===== config.mk =====
export PLATFORM = sky130hd
export DESIGN_NAME = alu_arbiter
export DESIGN_NICKNAME = d
export VERILOG_FILES = /design/src/rtl/alu_defs_pkg.sv /design/src/rtl/rr_arbiter2.sv /design/src/rtl/alu_arbiter.sv
export SDC_FILE = /design/constraint.sdc
export NUM_CORES = 1
export LEC_CHECK = 0
export BUFFER_PORTS_ARGS = -buffer_cell sky130_fd_sc_hd__buf_2
export CORE_AREA = 3 3 84 78
export DETAILED_ROUTE_END_ITERATION = 12
export DIE_AREA = 0 0 87 81
export PLACE_DENSITY = 0.83
export SLEW_MARGIN = 20
export SYNTH_ARGS = -nofsm -noshare
export SYNTH_HDL_FRONTEND = slang
export SYNTH_SLANG_ARGS = --single-unit

===== constraint.sdc =====
create_clock -name clk -period 4.5 [get_ports clk]
set_input_delay 0.225 -clock clk [delete_from_list [all_inputs] [get_ports clk]]
set_output_delay 0.225 -clock clk [all_outputs]
set_load 0.03 [all_outputs]

===== src/rtl/alu_defs_pkg.sv =====
// Shared definitions for the ALU arbiter slice: ALU opcode encodings,
// the arbiter FSM state type and the default datapath width.
package alu_defs;

  localparam int DEFAULT_DATA_WIDTH = 16;

  localparam logic [2:0] OC_ADD = 3'd0;
  localparam logic [2:0] OC_SUB = 3'd1;
  localparam logic [2:0] OC_MUL = 3'd2;
  localparam logic [2:0] OC_DIV = 3'd3;
  localparam logic [2:0] OC_NOT = 3'd4;
  localparam logic [2:0] OC_XOR = 3'd5;
  localparam logic [2:0] OC_OR  = 3'd6;
  localparam logic [2:0] OC_AND = 3'd7;

  typedef enum logic [1:0] {
    ST_IDLE = 2'd0,
    ST_EXEC = 2'd1,
    ST_RESP = 2'd2
  } state_t;

endpackage


===== src/rtl/rr_arbiter2.sv =====
// Two-way round-robin grant: a lone valid requester wins outright, and on a
// tie the requester that did not win last time is chosen.
module rr_arbiter2 (
  input  logic i_valid0,
  input  logic i_valid1,
  input  logic i_lastGrant,
  output logic o_grantValid,
  output logic o_grant
);

  // o_grant is the winning requester index; only meaningful with o_grantValid.
  always_comb begin
    o_grantValid = i_valid0 | i_valid1;
    o_grant      = 1'b0;
    if (i_valid0 && i_valid1) begin
      o_grant = ~i_lastGrant;
    end else if (i_valid1) begin
      o_grant = 1'b1;
    end
  end

endmodule


===== src/rtl/alu_arbiter.sv =====
// Shares one combinational alu between two requesters (IDLE -> EXEC -> RESP).
// Optional build macro ALU_ARB_DIVZERO_EN flags divide-by-zero on rsp_err.
module alu_arbiter
  import alu_defs::*;
#(
  parameter int DATA_WIDTH = DEFAULT_DATA_WIDTH
) (
  input  logic                  clk,
  input  logic                  rst,
  input  logic                  req0_valid,
  output logic                  req0_ready,
  input  logic [2:0]            req0_oc,
  input  logic [DATA_WIDTH-1:0] req0_a,
  input  logic [DATA_WIDTH-1:0] req0_b,
  input  logic                  req1_valid,
  output logic                  req1_ready,
  input  logic [2:0]            req1_oc,
  input  logic [DATA_WIDTH-1:0] req1_a,
  input  logic [DATA_WIDTH-1:0] req1_b,
  output logic [2:0]            alu_oc,
  output logic [DATA_WIDTH-1:0] alu_a,
  output logic [DATA_WIDTH-1:0] alu_b,
  input  logic [DATA_WIDTH-1:0] alu_f,
  output logic                  rsp_valid,
  input  logic                  rsp_ready,
  output logic                  rsp_id,
  output logic [DATA_WIDTH-1:0] rsp_data,
  output logic                  rsp_err
);

  state_t                r_state;
  logic                  r_lastGrant;
  logic                  r_id;
  logic                  w_gntValid;
  logic                  w_gnt;
  logic                  w_take;
  logic [2:0]            w_selOc;
  logic [DATA_WIDTH-1:0] w_selA;
  logic [DATA_WIDTH-1:0] w_selB;

`ifdef ALU_ARB_DIVZERO_EN
  logic r_divZero;
  logic r_rspErr;
  assign rsp_err = r_rspErr;
`else
  assign rsp_err = 1'b0;
`endif

  rr_arbiter2 u_rr (
    .i_valid0    (req0_valid),
    .i_valid1    (req1_valid),
    .i_lastGrant (r_lastGrant),
    .o_grantValid(w_gntValid),
    .o_grant     (w_gnt)
  );

  // Ready is gated by rst so no requester sees an acceptance during reset.
  assign w_take     = (r_state == ST_IDLE) && !rst && w_gntValid;
  assign req0_ready = w_take && !w_gnt;
  assign req1_ready = w_take &&  w_gnt;

  assign w_selOc = w_gnt ? req1_oc : req0_oc;
  assign w_selA  = w_gnt ? req1_a  : req0_a;
  assign w_selB  = w_gnt ? req1_b  : req0_b;

  always_ff @(posedge clk or posedge rst) begin
    if (rst) begin
      r_state     <= ST_IDLE;
      r_lastGrant <= 1'b1;
      r_id        <= 1'b0;
      alu_oc      <= '0;
      alu_a       <= '0;
      alu_b       <= '0;
      rsp_valid   <= 1'b0;
      rsp_id      <= 1'b0;
      rsp_data    <= '0;
`ifdef ALU_ARB_DIVZERO_EN
      r_divZero   <= 1'b0;
      r_rspErr    <= 1'b0;
`endif
    end else begin
      case (r_state)
        ST_IDLE: begin
          if (w_take) begin
            alu_oc      <= w_selOc;
            alu_a       <= w_selA;
            alu_b       <= w_selB;
            r_id        <= w_gnt;
            r_lastGrant <= w_gnt;
            r_state     <= ST_EXEC;
`ifdef ALU_ARB_DIVZERO_EN
            r_divZero   <= (w_selOc == OC_DIV) && (w_selB == '0);
`endif
          end
        end
        // The alu still sees the operands on a divide-by-zero; only the
        // captured result is overridden.
        ST_EXEC: begin
`ifdef ALU_ARB_DIVZERO_EN
          rsp_data <= r_divZero ? '1 : alu_f;
          r_rspErr <= r_divZero;
`else
          rsp_data <= alu_f;
`endif
          rsp_id    <= r_id;
          rsp_valid <= 1'b1;
          r_state   <= ST_RESP;
        end
        ST_RESP: begin
          if (rsp_ready) begin
            rsp_valid <= 1'b0;
            r_state   <= ST_IDLE;
          end
        end
        default: r_state <= ST_IDLE;
      endcase
    end
  end

endmodule


=== Word level (Yosys, flattened, before mapping) ===
Index checks and enable logic that the tools add are counted.

* Reductions and logical operators: 12
* Eq/ne operators: 4
* Mux-type cells: 10
* Bitwise logic cells: 2

{| class="wikitable"
|+ Operators with widths
! kind !! number
|-
| two-way mux 16 bit || 2
|-
| one-hot mux 2 bit (3 select lines) || 1
|-
| AND reduction 2 bit || 3
|-
| logical AND 1 bit || 5
|-
| two-way mux 2 bit || 2
|-
| inequality test 2 bit (second input constant) || 2
|-
| two-way mux 1 bit || 3
|-
| two-way mux 3 bit || 1
|-
| == test 2 x 1 -> 1 bit (second input constant) || 1
|-
| == test 2 bit (second input constant) || 1
|-
| logical NOT 1 bit || 2
|-
| logical NOT 2 bit || 1
|-
| one-hot mux 1 bit (2 select lines) || 1
|-
| nonzero test 2 bit || 1
|-
| NOT 1 bit || 1
|-
| bitwise OR 1 bit || 1
|}

* Register bits: 57
* Word-level logic and storage cells: 37
* Output and inout bits: 56
* Input bits: 91

=== Logic depth before layout (Yosys ltp) ===
* Depth after elaboration: 5
* Mapped depth: 5

=== Hierarchy ===
From an unflattened synthesis, not the netlist that was laid out.

* Cells, all modules: 170
* Area, all modules: 2622.5 µm²

{| class="wikitable"
|+ Modules (own cells, without submodules)
! module !! cells an instance !! seq. area each (µm²) !! area an instance (µm²) !! times used
|-
| alu_arbiter || 168 || 1427.6 || 2608.8 || 1
|-
| rr_arbiter2 || 2 || 0.0 || 13.8 || 1
|}

=== Worst setup path before layout ===
OpenSTA, ideal clock, no wires.

* Path kind: register to register
* Start: register r_lastGrant
* End: register alu_a[10]
* Data required time: 4.374 ns
* Path buffers: 2
* Clock period less this slack: 1.497 ns
* Stages on the path, launching flop included: 6
* Setup slack: 3.003 ns
* Data arrival time: 1.371 ns
* Cells stage by stage: dfstp_2 > nand2_1 > and3_1 > buf_2 > buf_2 > a221o_1

* Word-level cells in the longest chain between the ends: 3

{| class="wikitable"
|+ Ends and longest elaborated chain
! item !! line !! RTL
|-
| from (decl) || alu_arbiter.sv:32 || <nowiki>logic r_lastGrant;</nowiki>
|-
| from (signal assigned) || alu_arbiter.sv:89 || <nowiki>r_lastGrant <= w_gnt;</nowiki>
|-
| NOT 1 bit || rr_arbiter2.sv:16 || <nowiki>o_grant = ~i_lastGrant;</nowiki>
|-
| two-way mux 1 bit || rr_arbiter2.sv:15 || <nowiki>if (i_valid0 && i_valid1) begin</nowiki>
|-
| two-way mux 16 bit || alu_arbiter.sv:63 || <nowiki>assign w_selA = w_gnt ? req1_a : req0_a;</nowiki>
|-
| to (signal assigned) || alu_arbiter.sv:86 || <nowiki>alu_a <= w_selA;</nowiki>
|-
| to (decl) || alu_arbiter.sv:21 || <nowiki>output logic [DATA_WIDTH-1:0] alu_a,</nowiki>
|}

Every way passes these cells.
A chain may end at the register's enable or synchronous reset.

=== Worst setup path after layout ===
* Start: input port rst
* End: output port req1_ready

* Word-level cells in the longest chain between the ends: 4

{| class="wikitable"
|+ Ends and longest elaborated chain
! item !! line !! RTL
|-
| from (decl) || alu_arbiter.sv:9 || <nowiki>input logic rst,</nowiki>
|-
| logical NOT 1 bit (no source line) || n/a ||
|-
| logical AND 1 bit (2 in a row) || alu_arbiter.sv:58 || <nowiki>assign w_take = (r_state == ST_IDLE) && !rst && w_gntValid;</nowiki>
|-
| logical AND 1 bit || alu_arbiter.sv:60 || <nowiki>assign req1_ready = w_take && w_gnt;</nowiki>
|-
| to (decl) || alu_arbiter.sv:16 || <nowiki>output logic req1_ready,</nowiki>
|}

Every way passes these cells.

==> out/qor.txt <==
Worst Setup SP -> rst
Status -> finished clean
Total GRT Usage -> 0.205
Critical setup path kind -> primary input to output port
Psw -> 1.12 mW
Total Wirelength -> 7000 µm
RR Endpoint -> alu_a[10]
Via count -> 2286
Clk network pwr share -> 0.177
Placed insts -> 418
Worst skew pair latency -> 330 ps
CTS H-Tree Depth -> 3
Initial antenna violation count -> 0
Starting Density -> 0.478
Post-route cell area -> 0.00361 mm²
Worst vdd ir -> 0.532 mV
Nets -> 452
Layout Cells excl Fill -> 435
PD cells -> 705 mW/mm²
Post-synthesis sequential area ratio -> 0.524
CTS Buf Count -> 9
Final WS setup -> 2200 ps
Post-synthesis xor/xnor area fraction -> 0
CP Data Arrival Time -> 2080 ps
Crit path launch type -> primary input
Syn Nets -> 312
Ys async rst share -> 1.00
Sequential cell area -> 0.00143 mm²
Hpwl dp -> 5040 µm
Final Max Tran Viols -> 0
CTS Buffer Depth -> 2
Synth-to-Final Area Change -> 32.5%
Commonest non-fill, non-tap cell in the layout -> buf_2
Placer's final routability congestion estimate -> 0.754
Initial drt markers -> 117
Worst Skew -> 6.41 ps
Post-Synth Adder-Cell Area -> 0
CP Max Fanout -> 33
Grt ovf -> 0
Reg clk slew, reported paths -> 70 ps
Fill count -> 470
Most frequent cells in the layout -> buf_2, dfrtp_1, nand2_1, a221o_1, nor3_2
Setup TNS -> 0 ps
Cell count after synthesis -> 221
FMAX -> 434 MHz
Flops & latches, synth -> 57
CP endpoint -> req1_ready
Post-CTS sizing -> 0
Top Ports -> 147
Worst rel slew slack -> 0.370
WL/cell -> 16.1 µm
Largest net degree at the start of global routing -> 46
Unrepaired setup endpoints after global routing -> false
Post-Syn Area -> 0.00272 mm²
Minimum clock period -> 2300 ps
Sw frac -> 0.440
Lkg Pwr -> 1.80 nW
Worst Max-Slew Pin Slew -> 944 ps
Setup crit end kind -> output port
Hold crit path type -> primary input to flop
Synth Area in Compound Gates -> 0.141
Layout cells sized above 1 -> 0.600
Seq pwr share -> 0.351
Number of synthesized flops with an enable pin -> 0
Predominant post-synthesis flop cell -> dfrtp_1
Die Y -> 81 µm
Final setup fails -> 0
Reg2Reg Setup Slack -> 2650 ps
Core area -> 0.00569 mm²
Multiplexer area fraction after synthesis -> 0.0703
CTS tree -> yes
Clock sink count -> 57
Launch point of the worst reg-to-reg path -> r_state[1]
Unique cell type count in the Yosys netlist -> 23
Hold Path Cell Cnt -> 2
Multi-input gate area -> 0.00111 mm²
Post-DR vias/cell -> 5.26
Site Rows -> 26
Routed Antenna Nets -> 0
Cell Area, Placed -> 0.00339 mm²
Post-Route Utilization -> 0.634
Vias in the first global route -> 2217
Die X -> 87 µm
Logic pwr share -> 0.472
Hold Vio Cnt, Final -> 0
Post-Syn Area per Cell -> 12.3 µm²
Die ar. -> 0.00705 mm²
First-pass GRT wire length -> 11000 µm
Critical Path RT -> 4280 ps
Reg2reg path depth -> 3
Number of remaining DRC errors -> 0
IO buf count -> 145
Root buf cell -> clkbuf_8
Design internal power -> 1.43 mW
N_diodes -> 0
Max-cap viol count -> 0
Synth Area in Simple Gates -> 0.191
First drt pass iteration count -> 4
Critical hold path startpoint -> req1_b[10]
Largest family of logic cells by synthesized area -> simple AND/OR/NAND/NOR gates
Pre-CTS setup slack -> 2490 ps
Period utilisation layout -> 0.512
Yosys warns -> 0
==> sequential cells by signal (all words and copies together), names as in the netlist <==
name         cells
rsp_data        16
rsp_valid        1
alu_a           16
r_lastGrant      1
r_id             1
alu_oc           3
r_state          2
alu_b           16
rsp_id           1
==> cells by family (layout without fill, tap and decap cells) <==
kind of cell	count (synthesis)	after routing
other	1	1
and+or+nand+nor	80	80
DFF	57	57
muxes	17	17
AOI/OAI and AO/OA	40	40
buffers and inverters	26	170
==> synthesized netlist by cell type, drive strengths merged, types with 2 or more instances <==
master,n,area [µm²]
o21a,2,15.0
a221o,35,350
clkbuf,3,11.3
nor2b,2,12.5
nand2,37,139
dfrtp,56,1400
nor3,36,335
mux2,17,191
inv,4,15.0
a21oi,2,10.0
buf,19,170
==> routing by layer <==
| metal | GRT usage | vias up | wire length, µm |
|---|---|---|---|
| met3 | 0.0761 | 10 | 572 |
| met4 | 0.0732 | 0 | 131 |
| met1 | 0.240 | 1090 | 2810 |
| li1 | - | 1091 | - |
| met5 | 0 | - | 0 |
| met2 | 0.344 | 95 | 3490 |
==> how the worst min path moves through the flow <==
stage / endpoint / slack (ps)
final: alu_b[10] / 120
after global routing: rsp_data[14] / 90
after CTS: alu_b[10] / 110
after detailed placement: rsp_data[3] / 210
after global placement: rsp_data[10] / 190
after floorplan: alu_a[0] / 370
==> per-stage QoR <==
stage          hold slack (ps)  power (mW)
2_1_floorplan              370        1.77
3_3_place_gp               192        2.07
3_5_place_dp               212        2.11
4_1_cts                    107        2.56
5_1_grt                   94.7        2.69
6_report                   123        2.55
==> worst max-delay path, stage by stage <==
cell           delay [ps]
dlygate4sd3_1         530
buf_2                 140
nor3_2                190
and3_1                320
buf_4                 380
buf_2                 270
==> cell type report <==
cell class,count,share of cell area
Sequential cell,57,0.396
Clock buffer,9,0.0343
Tap cell,70,0.0243
Clock inverter,6,0.0166
Multi-Input combinational cell,138,0.307
Timing Repair Buffer,151,0.218
Inverter,4,0.00416
==> power by group through the flow <==
stage / Sequential [mW] / Clock, mW / Combinational (mW)
final: 0.893 / 0.450 / 1.20
after global routing: 0.924 / 0.489 / 1.27
after CTS: 0.896 / 0.460 / 1.21
after detailed placement: 0.900 / 0 / 1.21
after global placement: 0.887 / 0 / 1.18
after floorplan: 1.35 / 0 / 0.419
==> repair_timing <==
item,in CTS,in global routing
buffers inserted,0,0
hold buffers,1,0
hold endpoints to repair,12,0
Note: power is estimated with default switching activity, not from simulation.
